File: config.mk
export PLATFORM = sky130hd
export DESIGN_NAME = adc_pkt_rx
export DESIGN_NICKNAME = d
export VERILOG_FILES = /design/src/rtl/adc_pkt_pkg.sv /design/src/rtl/adc_pkt_rx_fifo.sv /design/src/rtl/adc_pkt_rx.sv
export SDC_FILE = /design/constraint.sdc
export NUM_CORES = 1
export LEC_CHECK = 0
export BUFFER_PORTS_ARGS = -buffer_cell sky130_fd_sc_hd__buf_4
export CORE_MARGIN = 10
export CORE_UTILIZATION = 61
export DETAILED_ROUTE_END_ITERATION = 10
export PLACE_DENSITY = 0.88
export SLEW_MARGIN = 30
export SYNTH_ARGS = -nofsm -noshare
export SYNTH_HDL_FRONTEND = slang
export SYNTH_SLANG_ARGS = --single-unit
File: constraint.sdc
create_clock -name clk -period 4.74 [get_ports clk]
set_clock_uncertainty 0.15 [all_clocks]
set_input_delay 0.474 -clock clk [delete_from_list [all_inputs] [get_ports clk]]
set_output_delay 0.474 -clock clk [all_outputs]
set_load 0.1 [all_outputs]
File: src/rtl/adc_pkt_pkg.sv
// Shared definitions for the ADC capture packet receiver.
//   HDR_MARKER   : value of header bits [17:16]
//   ST_*         : FSM state encodings (state_t)
//   ERR_*        : bit positions inside err_flags {seq, ovf, idle, long, short}
//   DW_DEFAULT   : default pad data width
package adc_pkt_pkg;

    localparam int unsigned DW_DEFAULT = 18;

    localparam logic [1:0] HDR_MARKER = 2'b11;

    typedef logic [2:0] state_t;

    localparam state_t ST_IDLE = 3'd0;
    localparam state_t ST_HDR  = 3'd1;
    localparam state_t ST_DATA = 3'd2;
    localparam state_t ST_DROP = 3'd3;
    localparam state_t ST_GAP  = 3'd4;

    localparam int unsigned ERR_W     = 5;
    localparam int unsigned ERR_SHORT = 0;
    localparam int unsigned ERR_LONG  = 1;
    localparam int unsigned ERR_IDLE  = 2;
    localparam int unsigned ERR_OVF   = 3;
    localparam int unsigned ERR_SEQ   = 4;

endpackage

File: src/rtl/adc_pkt_rx_fifo.sv
// Synchronous FIFO with first-word-fall-through output.
// Ports:
//   clk, rst        : clock, synchronous active-high reset (empties the FIFO)
//   wr_en_i         : write request; taken only when wr_ready_o is high
//   wr_data_i       : write word
//   wr_ready_o      : space available this cycle (not full, or a read frees a slot)
//   rd_en_i         : pop the head word (ignored when empty)
//   rd_data_o       : head word, forced to zero while empty
//   full_o, empty_o : occupancy flags
module adc_pkt_rx_fifo #(
    parameter int unsigned WIDTH = 20,
    parameter int unsigned DEPTH = 16
) (
    input  logic             clk,
    input  logic             rst,
    input  logic             wr_en_i,
    input  logic [WIDTH-1:0] wr_data_i,
    output logic             wr_ready_o,
    input  logic             rd_en_i,
    output logic [WIDTH-1:0] rd_data_o,
    output logic             full_o,
    output logic             empty_o
);

    localparam int unsigned AW = $clog2(DEPTH);

    logic [WIDTH-1:0] mem_q [DEPTH];
    logic [AW:0]      wptr_q, wptr_d;
    logic [AW:0]      rptr_q, rptr_d;
    logic             do_wr, do_rd;

    always_comb begin
        empty_o    = (wptr_q == rptr_q);
        full_o     = (wptr_q[AW] != rptr_q[AW]) && (wptr_q[AW-1:0] == rptr_q[AW-1:0]);
        do_rd      = rd_en_i && !empty_o;
        // A read in the same cycle frees the slot, so a full FIFO can still accept.
        wr_ready_o = !full_o || do_rd;
        do_wr      = wr_en_i && wr_ready_o;
        wptr_d     = wptr_q + {{AW{1'b0}}, do_wr};
        rptr_d     = rptr_q + {{AW{1'b0}}, do_rd};
        rd_data_o  = empty_o ? '0 : mem_q[rptr_q[AW-1:0]];
    end

    always_ff @(posedge clk) begin
        if (rst) begin
            wptr_q <= '0;
            rptr_q <= '0;
        end else begin
            wptr_q <= wptr_d;
            rptr_q <= rptr_d;
        end
    end

    always_ff @(posedge clk) begin
        if (do_wr) begin
            mem_q[wptr_q[AW-1:0]] <= wr_data_i;
        end
    end

endmodule

File: src/rtl/adc_pkt_rx.sv
// Receive side of the ADC capture packet link (CLK_RD domain).
// Registers the pad bus, delineates header + payload packets, checks framing against
// cfg_data_len / cfg_idle_len, buffers payload in a FWFT FIFO toward a ready/valid sink,
// and keeps sticky error flags plus saturating packet / error counters.
// Optional: define ADC_PKT_RX_SEQ_CHECK_EN to enable header sequence-number checking.
// Ports:
//   clk, rst                  : clock, synchronous active-high reset
//   adc_data, adc_data_valid  : pad bus and its level qualifier
//   cfg_data_len              : payload words per packet minus 1 (latched per header)
//   cfg_idle_len              : minimum low-valid cycles between packets
//   clr_stat                  : pulse, clears counters, flags and sequence history
//   m_data/m_sop/m_eop/m_valid/m_ready : payload stream out
//   pkt_cnt, err_cnt          : good / errored packet counters (saturating)
//   err_flags                 : sticky {seq, ovf, idle, long, short}
//   rx_busy                   : FSM inside a packet (DATA or DROP)
module adc_pkt_rx
    import adc_pkt_pkg::*;
#(
    parameter int unsigned DW         = DW_DEFAULT,
    parameter int unsigned FIFO_DEPTH = 16,
    parameter int unsigned CNT_W      = 16
) (
    input  logic             clk,
    input  logic             rst,
    input  logic [DW-1:0]    adc_data,
    input  logic             adc_data_valid,
    input  logic [7:0]       cfg_data_len,
    input  logic [7:0]       cfg_idle_len,
    input  logic             clr_stat,
    output logic [DW-1:0]    m_data,
    output logic             m_sop,
    output logic             m_eop,
    output logic             m_valid,
    input  logic             m_ready,
    output logic [CNT_W-1:0] pkt_cnt,
    output logic [CNT_W-1:0] err_cnt,
    output logic [ERR_W-1:0] err_flags,
    output logic             rx_busy
);

    localparam int unsigned FW = DW + 2;

    // Pad capture stage
    logic [DW-1:0] in_data_q;
    logic          in_valid_q;
    logic          seen_low_q, seen_low_d;

    // Framing FSM
    state_t     state_q, state_d, st_eval;
    logic [7:0] wcnt_q, wcnt_d;
    logic [7:0] len_q, len_d;
    logic [7:0] gap_cnt_q, gap_cnt_d;
    logic       after_eop_q, after_eop_d;

    // Statistics
    logic [CNT_W-1:0] pkt_cnt_q, pkt_cnt_d;
    logic [CNT_W-1:0] err_cnt_q, err_cnt_d;
    logic [ERR_W-1:0] flags_q, flags_d;
    logic [ERR_W-1:0] err_set_fsm, err_set;
    logic             err_inc_fsm, err_inc, pkt_inc, hdr_ok, seq_err;

    // FIFO interface
    logic          fifo_wr, fifo_space, fifo_rd, fifo_full, fifo_empty;
    logic [DW-1:0] wr_word;
    logic          wr_sop, wr_eop;
    logic [FW-1:0] fifo_rd_data;

    always_comb begin
        // Pad must be seen low once after reset before a rising valid counts as a header.
        seen_low_d = seen_low_q | ~adc_data_valid;
    end

    always_comb begin
        state_d     = state_q;
        wcnt_d      = wcnt_q;
        len_d       = len_q;
        gap_cnt_d   = gap_cnt_q;
        after_eop_d = after_eop_q;
        fifo_wr     = 1'b0;
        wr_word     = in_data_q;
        wr_sop      = 1'b0;
        wr_eop      = 1'b0;
        err_set_fsm = '0;
        err_inc_fsm = 1'b0;
        pkt_inc     = 1'b0;
        hdr_ok      = 1'b0;

        // The header is evaluated in the cycle it is presented, so HDR is never registered.
        st_eval = state_q;
        if (in_valid_q && ((state_q == ST_IDLE && seen_low_q) ||
                           (state_q == ST_GAP && !after_eop_q))) begin
            st_eval = ST_HDR;
        end

        case (st_eval)
            ST_IDLE: begin
                // Valid already high out of reset: mid-packet, discard it.
                if (in_valid_q) begin
                    state_d = ST_DROP;
                end
            end
            ST_HDR: begin
                if (state_q == ST_GAP && gap_cnt_q < cfg_idle_len) begin
                    err_set_fsm[ERR_IDLE] = 1'b1;
                    err_inc_fsm           = 1'b1;
                end
                if (in_data_q[DW-1 -: 2] == HDR_MARKER) begin
                    hdr_ok  = 1'b1;
                    len_d   = cfg_data_len;
                    wcnt_d  = 8'd0;
                    state_d = ST_DATA;
                end else begin
                    err_set_fsm[ERR_SHORT] = 1'b1;
                    err_inc_fsm            = 1'b1;
                    state_d                = ST_DROP;
                end
            end
            ST_DATA: begin
                wr_sop = (wcnt_q == 8'd0);
                if (in_valid_q) begin
                    wr_eop = (wcnt_q == len_q);
                    if (fifo_space) begin
                        fifo_wr = 1'b1;
                        if (wr_eop) begin
                            pkt_inc     = 1'b1;
                            state_d     = ST_GAP;
                            gap_cnt_d   = 8'd0;
                            after_eop_d = 1'b1;
                        end else begin
                            wcnt_d = wcnt_q + 8'd1;
                        end
                    end else begin
                        err_set_fsm[ERR_OVF] = 1'b1;
                        err_inc_fsm          = 1'b1;
                        state_d              = ST_DROP;
                    end
                end else begin
                    // Truncated: close the packet with a zero word when there is room.
                    err_set_fsm[ERR_SHORT] = 1'b1;
                    err_inc_fsm            = 1'b1;
                    wr_word                = '0;
                    wr_eop                 = 1'b1;
                    fifo_wr                = fifo_space;
                    state_d                = ST_GAP;
                    gap_cnt_d              = 8'd0;
                    after_eop_d            = 1'b0;
                end
            end
            ST_DROP: begin
                if (!in_valid_q) begin
                    state_d     = ST_GAP;
                    gap_cnt_d   = 8'd0;
                    after_eop_d = 1'b0;
                end
            end
            ST_GAP: begin
                // Only reached with valid high when it directly follows eop.
                after_eop_d = 1'b0;
                if (in_valid_q) begin
                    err_set_fsm[ERR_LONG] = 1'b1;
                    err_inc_fsm           = 1'b1;
                    state_d               = ST_DROP;
                end else if (gap_cnt_q != 8'hff) begin
                    gap_cnt_d = gap_cnt_q + 8'd1;
                end
            end
            default: begin
                state_d = ST_IDLE;
            end
        endcase
    end

`ifdef ADC_PKT_RX_SEQ_CHECK_EN
    logic [15:0] seq_q, seq_d;
    logic        seq_vld_q, seq_vld_d;

    always_comb begin
        seq_d     = seq_q;
        seq_vld_d = seq_vld_q;
        seq_err   = 1'b0;
        if (hdr_ok) begin
            seq_err   = seq_vld_q && (in_data_q[15:0] != seq_q + 16'd1);
            seq_d     = in_data_q[15:0];
            seq_vld_d = 1'b1;
        end
        // Next header after a clear starts a fresh sequence.
        if (clr_stat) begin
            seq_vld_d = 1'b0;
        end
    end

    always_ff @(posedge clk) begin
        if (rst) begin
            seq_q     <= '0;
            seq_vld_q <= 1'b0;
        end else begin
            seq_q     <= seq_d;
            seq_vld_q <= seq_vld_d;
        end
    end
`else
    logic unused_hdr_ok;
    assign unused_hdr_ok = hdr_ok;
    assign seq_err       = 1'b0;
`endif

    always_comb begin
        err_set = err_set_fsm;
        if (seq_err) begin
            err_set[ERR_SEQ] = 1'b1;
        end
        err_inc = err_inc_fsm | seq_err;

        pkt_cnt_d = pkt_cnt_q;
        err_cnt_d = err_cnt_q;
        flags_d   = flags_q | err_set;
        if (pkt_inc && pkt_cnt_q != '1) begin
            pkt_cnt_d = pkt_cnt_q + CNT_W'(1);
        end
        if (err_inc && err_cnt_q != '1) begin
            err_cnt_d = err_cnt_q + CNT_W'(1);
        end
        if (clr_stat) begin
            pkt_cnt_d = '0;
            err_cnt_d = '0;
            flags_d   = '0;
        end
    end

    always_ff @(posedge clk) begin
        if (rst) begin
            in_data_q   <= '0;
            in_valid_q  <= 1'b0;
            seen_low_q  <= 1'b0;
            state_q     <= ST_IDLE;
            wcnt_q      <= '0;
            len_q       <= '0;
            gap_cnt_q   <= '0;
            after_eop_q <= 1'b0;
            pkt_cnt_q   <= '0;
            err_cnt_q   <= '0;
            flags_q     <= '0;
        end else begin
            in_data_q   <= adc_data;
            in_valid_q  <= adc_data_valid;
            seen_low_q  <= seen_low_d;
            state_q     <= state_d;
            wcnt_q      <= wcnt_d;
            len_q       <= len_d;
            gap_cnt_q   <= gap_cnt_d;
            after_eop_q <= after_eop_d;
            pkt_cnt_q   <= pkt_cnt_d;
            err_cnt_q   <= err_cnt_d;
            flags_q     <= flags_d;
        end
    end

    assign fifo_rd = m_valid && m_ready;

    adc_pkt_rx_fifo #(
        .WIDTH (FW),
        .DEPTH (FIFO_DEPTH)
    ) u_fifo (
        .clk        (clk),
        .rst        (rst),
        .wr_en_i    (fifo_wr),
        .wr_data_i  ({wr_sop, wr_eop, wr_word}),
        .wr_ready_o (fifo_space),
        .rd_en_i    (fifo_rd),
        .rd_data_o  (fifo_rd_data),
        .full_o     (fifo_full),
        .empty_o    (fifo_empty)
    );

    logic unused_fifo_full;
    assign unused_fifo_full = fifo_full;

    assign {m_sop, m_eop, m_data} = fifo_rd_data;
    assign m_valid   = !fifo_empty;
    assign pkt_cnt   = pkt_cnt_q;
    assign err_cnt   = err_cnt_q;
    assign err_flags = flags_q;
    assign rx_busy   = (state_q == ST_DATA) || (state_q == ST_DROP);

endmodule

### Word level (Yosys, flattened, before mapping)

Memory sizes are Yosys's and may differ from the RTL's. A register that Yosys moved wholly into a read port is not among the register bits.
Cells that the tools add are included.

| cells by class | value |
|---|---|
| eq/ne operators | 26 |
| $lt $le $gt $ge | 1 |
| bitwise gates (word level) | 3 |
| add/sub/neg operators | 6 |
| muxes and demuxes | 54 |
| reductions and logical operators | 28 |

Operator list:

| kind | number |
|---|---|
| 2-to-1 mux 8 bit | 10 |
| 2-to-1 mux 18 bit | 2 |
| adder 16 x 1 -> 16 bit (second input constant) | 2 |
| != test 16 bit (second input constant) | 2 |
| 2-to-1 mux 1 bit | 28 |
| one-hot mux 8 bit (3 select lines) | 1 |
| 2-to-1 mux 20 bit | 1 |
| 2-to-1 mux 3 bit | 6 |
| adder 8 x 1 -> 8 bit (second input constant) | 2 |
| one-hot mux 8 bit (2 select lines) | 1 |
| != test 2 bit (second input constant) | 7 |
| equality test 3 x 2 -> 1 bit (second input constant) | 4 |
| one-hot mux 3 bit (4 select lines) | 1 |
| adder 5 x 1 -> 5 bit | 2 |
| logical AND 1 bit | 10 |
| equality test 8 bit | 1 |
| logical NOT 8 bit | 1 |
| less-than comparator 8 bit | 1 |
| != test 8 bit (second input constant) | 1 |
| equality test 3 bit (second input constant) | 2 |
| logical NOT 3 bit | 2 |
| != test 3 bit (second input constant) | 2 |
| one-hot mux 1 bit (3 select lines) | 2 |
| AND reduction 6 bit | 1 |
| 21 further kinds | 26 |

| word-level totals | value |
|---|---|
| input port bits | 39 |
| flip-flop bits (word level) | 95 |
| memories kept | 1 |
| output and inout bits | 59 |
| memory bits (writable) | 320 |
| word-level logic and storage cells | 132 |

Memory list:

| name | words | bits a word | rd ports | clocked after memory_dff | write ports | RTL line | RTL |
|---|---|---|---|---|---|---|---|
| u_fifo.mem_q | 16 | 20 | 1 | 1 | 1 | adc_pkt_rx_fifo.sv:27 | `logic [WIDTH-1:0] mem_q [DEPTH];` |

### Depth between registers and ports, before layout

| logic depth | value |
|---|---|
| depth in word-level cells | 11 |
| depth in mapped cells | 11 |

### Cells and area by module

A second synthesis with hierarchy kept.

| second synthesis, totals | value |
|---|---|
| cell total of the unflattened synthesis | 1078 |
| area total of the unflattened synthesis | 17042.6 µm² |

By module, submodules not included:

| module | area an instance (µm²) | instances | cells each | sequential area each (µm²) |
|---|---|---|---|---|
| adc_pkt_rx_fifo | 12884.9 | 1 | 591 | 9809.4 |
| adc_pkt_rx | 4157.7 | 1 | 487 | 1681.6 |

### Least setup slack after synthesis

OpenSTA, ideal clock, no wires.

| timing path | value |
|---|---|
| path kind | register to register |
| start | reg u_fifo.rptr_q[1] |
| end | mem u_fifo.mem_q[12][0] (enable) |
| period minus slack after synthesis | 3.923 ns |
| arrival time | 3.325 ns |
| slack | 0.817 ns |
| stages on the path, launching flop included | 7 |
| setup time | 0.448 ns |
| path buffers | 2 |
| data required time | 4.142 ns |
| cell sequence | dfxtp_1 buf_2 xor2_1 nor4_4 a211o_1 buf_1 nor4_1 |

| on the way | value |
|---|---|
| cells in the longest elaborated chain, start to end | 11 |
| elaborated cells on any way between the ends | 14 |
| those cells by class | eq/ne (2); mux (5); reduce/logical (7) |

Ends and longest elaborated chain:

| what | RTL line | RTL |
|---|---|---|
| start: declaration | adc_pkt_rx_fifo.sv:29 | `logic [AW:0] rptr_q, rptr_d;` |
| start signal: assignment | adc_pkt_rx_fifo.sv:50 | `rptr_q <= rptr_d;` |
| equality test 5 bit | adc_pkt_rx_fifo.sv:33 | `empty_o = (wptr_q == rptr_q);` |
| logical NOT 1 bit | adc_pkt_rx_fifo.sv:35, adc_pkt_rx.sv:279 |  |
| logical AND 1 bit | adc_pkt_rx.sv:258 | `assign fifo_rd = m_valid && m_ready;` |
| logical AND 1 bit | adc_pkt_rx_fifo.sv:35 | `do_rd = rd_en_i && !empty_o;` |
| logical OR 1 bit (*) | adc_pkt_rx_fifo.sv:37 | `wr_ready_o = !full_o \|\| do_rd;` |
| 2-to-1 mux 1 bit | adc_pkt_rx.sv:122 | `if (fifo_space) begin` |
| 2-to-1 mux 1 bit | adc_pkt_rx.sv:120 | `if (in_valid_q) begin` |
| 2-to-1 mux 1 bit | adc_pkt_rx.sv:95 | `case (st_eval)` |
| logical AND 1 bit (*) | adc_pkt_rx_fifo.sv:38 | `do_wr = wr_en_i && wr_ready_o;` |
| 2-to-1 mux 1 bit (*) | adc_pkt_rx_fifo.sv:55 | `if (do_wr) begin` |
| 2-to-1 mux 1 bit (not written as such) (*) | adc_pkt_rx_fifo.sv:56 | `mem_q[wptr_q[AW-1:0]] <= wr_data_i;` |
| end: declaration | adc_pkt_rx_fifo.sv:27 |  |

Every way passes the cells marked *; elsewhere a longest branch is shown, timed or not.

### Worst setup path after layout

| timing path | value |
|---|---|
| start | reg u_fifo.rptr_q[1] |
| end | out m_data[13] |

| on the way | value |
|---|---|
| cells in the longest elaborated chain, start to end | 2 |

Ends and longest elaborated chain:

| what | RTL line | RTL |
|---|---|---|
| equality test 5 bit | adc_pkt_rx_fifo.sv:33 |  |
| 2-to-1 mux 20 bit | adc_pkt_rx_fifo.sv:41 | `rd_data_o = empty_o ? '0 : mem_q[rptr_q[AW-1:0]];` |
| end: declaration | adc_pkt_rx.sv:30 | `output logic [DW-1:0] m_data,` |

No other way between the ends.

==> results.md <==
- Outcome: finished clean
- Fmax achieved: 252.8 MHz
- Largest net degree at the start of global routing: between 50 and 60
- Avg Cell Area, Syn: around 17 µm²
- Area leader, netlist: edfxtp_1
- Static leakage: between 6 and 7 nW
- H-Tree Depth: 2
- Die area: between 30000 and 40000 µm²
- Peak supply drop: 0.2899 mV
- Worst-margin pin slew: 0.9825 ns
- WL/cell: about 26 µm
- Seq. cell area: approximately 11000 µm²
- Slew Limit Fails: 0
- Critical path's top delay family: buffers and inverters
- Diode count: 0
- CTS Buffer Depth: 3
- Cell Pwr Density: about 500 nW/µm²
- Die width: between 150 and 200 µm
- Post-DP HPWL: 23660 µm
- Routed wire length: around 40000 µm
- Footprint of the multi-input gates: between 5000 and 6000 µm²
- Final Setup Violations: 0
- Final Power: 9.991 mW
- Most common cell after layout, fill and taps aside: edfxtp_1
- Worst-path clk slew: 0.06 ns
- Vias: slightly below 10000
- Final period utilization: between 80% and 90%
- Cell at the slowest stage of the critical path: buf_4
- Unrepaired setup endpoints after global routing: false
- TritonRoute pass-1 iters: 5
- CP Capture Type: primary output
- Max-cap violations: 0
- Crit path DAT: about 3.3 ns
- Final core occ: 72.43%
- Worst setup SP type: flip-flop
- Main flop type after synthesis: edfxtp_1
- Rel. slew slack: 34.36%
- Sequential element share of the synthesized area: 68.22%
- Clock sinks: 414
- Grt total ovfl: 0
- Initial DRC Count: roughly 1100
- Buffers and inverters on the worst path: 2
- Nets@finish: between 1000 and 1500
- # port buffers: between 90 and 100
- Initial Util: between 60 and 70%
- Synth top area share: 57.05%
- Yosys warns: 0
- Asr flop ratio synth: 0%
- Post-route ant nets: 0
- # DRC: 0
- Setup repair bufs after CTS: 0
- Synthesized instance count: 1011
- Vias per inst: between 6 and 7
- RePlAce Congestion: slightly above 0.8
- Fill cells: between 1500 and 2000
- Min Tclk post-route: between 3 and 4 ns
- Worst EP required: ~4.1 ns
- HP Class: input pin to flip-flop
- Vias in the first global route: ~10000
- Synth top area cells: edfxtp_1, mux4_2, dfxtp_1
- EDFF count, synth: 320
- Fin Hold WS: between 0.015 and 0.02 ns
- CTS tree: built
- Setup_tns: 0 ns
- Num ports: slightly below 100
- CORE AREA: 27030 µm²
- Hold Vio Cnt, Final: 0
- Antenna violations before repair: 0
- Critical Path Fanout Max: 56
- Synth cell types: 66
- Synth Register Bits: between 400 and 500
- Synthesis-to-layout area growth: 16.20%
- Num CTS Buffers: between 40 and 50
- Most frequent cells in the layout: edfxtp_1, buf_4, mux4_2, dfxtp_1, nor2_1
- Crit Path Class: flip-flop to primary output
- Gr usage total: around a quarter
- Cell area after synthesis: about 17000 µm²
- Crit-path cells: buf_4, mux4_2, mux4_2, nor2b_1, buf_4
- Clk_lat worst skew: between 0.5 and 0.6 ns
- Layout cells sized above 1: between 20% and 30%
- First-pass GRT wire length: a little over 60000 µm
- Root Buffer: clkbuf_16
- Slowest stage delay, CP: around 0.73 ns
- Syn nets: between 1000 and 1500
- Rows: 60
- DIE HEIGHT: about 190 µm
kinds of logic (layout without fill, tap and decap cells):
logic type / Yosys count / count (layout) / synth area share [%]
DFF: 414 / 414 / 68.22
and+or+nand+nor: 273 / 273 / 8.802
muxes: 114 / 114 / 14.20
AOI/OAI and AO/OA: 77 / 77 / 3.469
buffers and inverters: 76 / 232 / 2.020
xor gates and xnor gates: 40 / 40 / 2.080
adders and majority gates: 16 / 16 / 1.188
other: 1 / 1 / 0.02226
routing by layer:
metal | part of all wire (%) | wire length [µm] | global-route usage, %
met4 | 2.7 | 1080 | 7.449
met2 | 51 | 20380 | 39.11
met1 | 38 | 15210 | 30.33
met3 | 7.9 | 3134 | 4.327
met5 | 0 | 0 | 0
sequential cells by signal (all words and copies together), names as in the netlist:
signal / cells
state_q: 3
wcnt_q: 8
u_fifo.rptr_q: 5
len_q: 8
pkt_cnt: 16
in_data_q: 18
err_flags: 4
gap_cnt_q: 8
err_cnt: 16
u_fifo.mem_q: 320
seen_low_q: 1
in_valid_q: 1
u_fifo.wptr_q: 5
after_eop_q: 1
timing repair:
item | CTS | global route
hold endpoints to repair | 9 | 0
resized for setup | 0 | 0
hold buffers | 9 | 0
area by class of cell:
class	instances	area share [%]
Clock buffer	49	5.446
Clock inverter	27	1.470
Inverter	22	0.4219
Multi-Input combinational cell	521	26.41
Sequential cell	414	58.75
Tap cell	341	2.180
Timing Repair Buffer	134	5.318
synth_stat cells (all sizes together), types with 2 or more instances:
cell type	number
ha	16
clkbuf	20
a31o	3
or2	3
nor2b	63
or3	10
a31oi	2
nor3	14
nand3	22
a41oi	2
o211a	5
a21oi	24
o211ai	6
xor2	33
or4	4
nor2	68
edfxtp	320
nand4	15
o31ai	2
xnor2	7
a311oi	3
inv	22
and4	2
and3	15
and2	4
o32ai	2
mux4	100
dfxtp	94
buf	34
o21ai	13
mux2i	14
a211o	3
nor4	11
nand2	32
nand2b	6
path summary, 6_finish.rpt:
check                              startpoint                             to  slack, ns  depth (start not counted)
hold reg to reg       err_flags[3]$_SDFF_PP0_        err_flags[3]$_SDFF_PP0_       0.32                          2
setup / recovery  u_fifo.rptr_q[1]$_SDFF_PP0_                     m_data[13]       0.78                          5
hold / removal                    adc_data[2]        in_data_q[2]$_SDFF_PP0_       0.02                          2
setup reg to reg  u_fifo.rptr_q[0]$_SDFF_PP0_  u_fifo.mem_q[11][2]$_DFFE_PP_       1.30                          6
worst reg2reg max path: cells and delay by family, from the launching register on:
kind,cells,cell delay [ns]
and+or+nand+nor,3,1.13
buffers and inverters,1,0.24
xor gates and xnor gates,1,0.31
AOI/OAI and AO/OA,1,0.50
DFF,1,0.72
power by group:
part | leakage (nW) | internal (mW) | switching (mW)
clock network | 0.661 | 1.89 | 1.36
logic | 2.35 | 0.878 | 1.65
registers | 3.70 | 4.07 | 0.141
total | 6.71 | 6.84 | 3.15
per-stage QoR:
step	setup slack [ns]	instance area, µm²	cells
finish	0.7840	19570	1508
global route	0.6086	19570	1508
CTS	0.7552	19530	1508
detailed placement	1.326	18080	1423
global placement	1.304	18060	1423
floorplan	0.8169	16840	1011
Power figures use the tool's default switching activity.
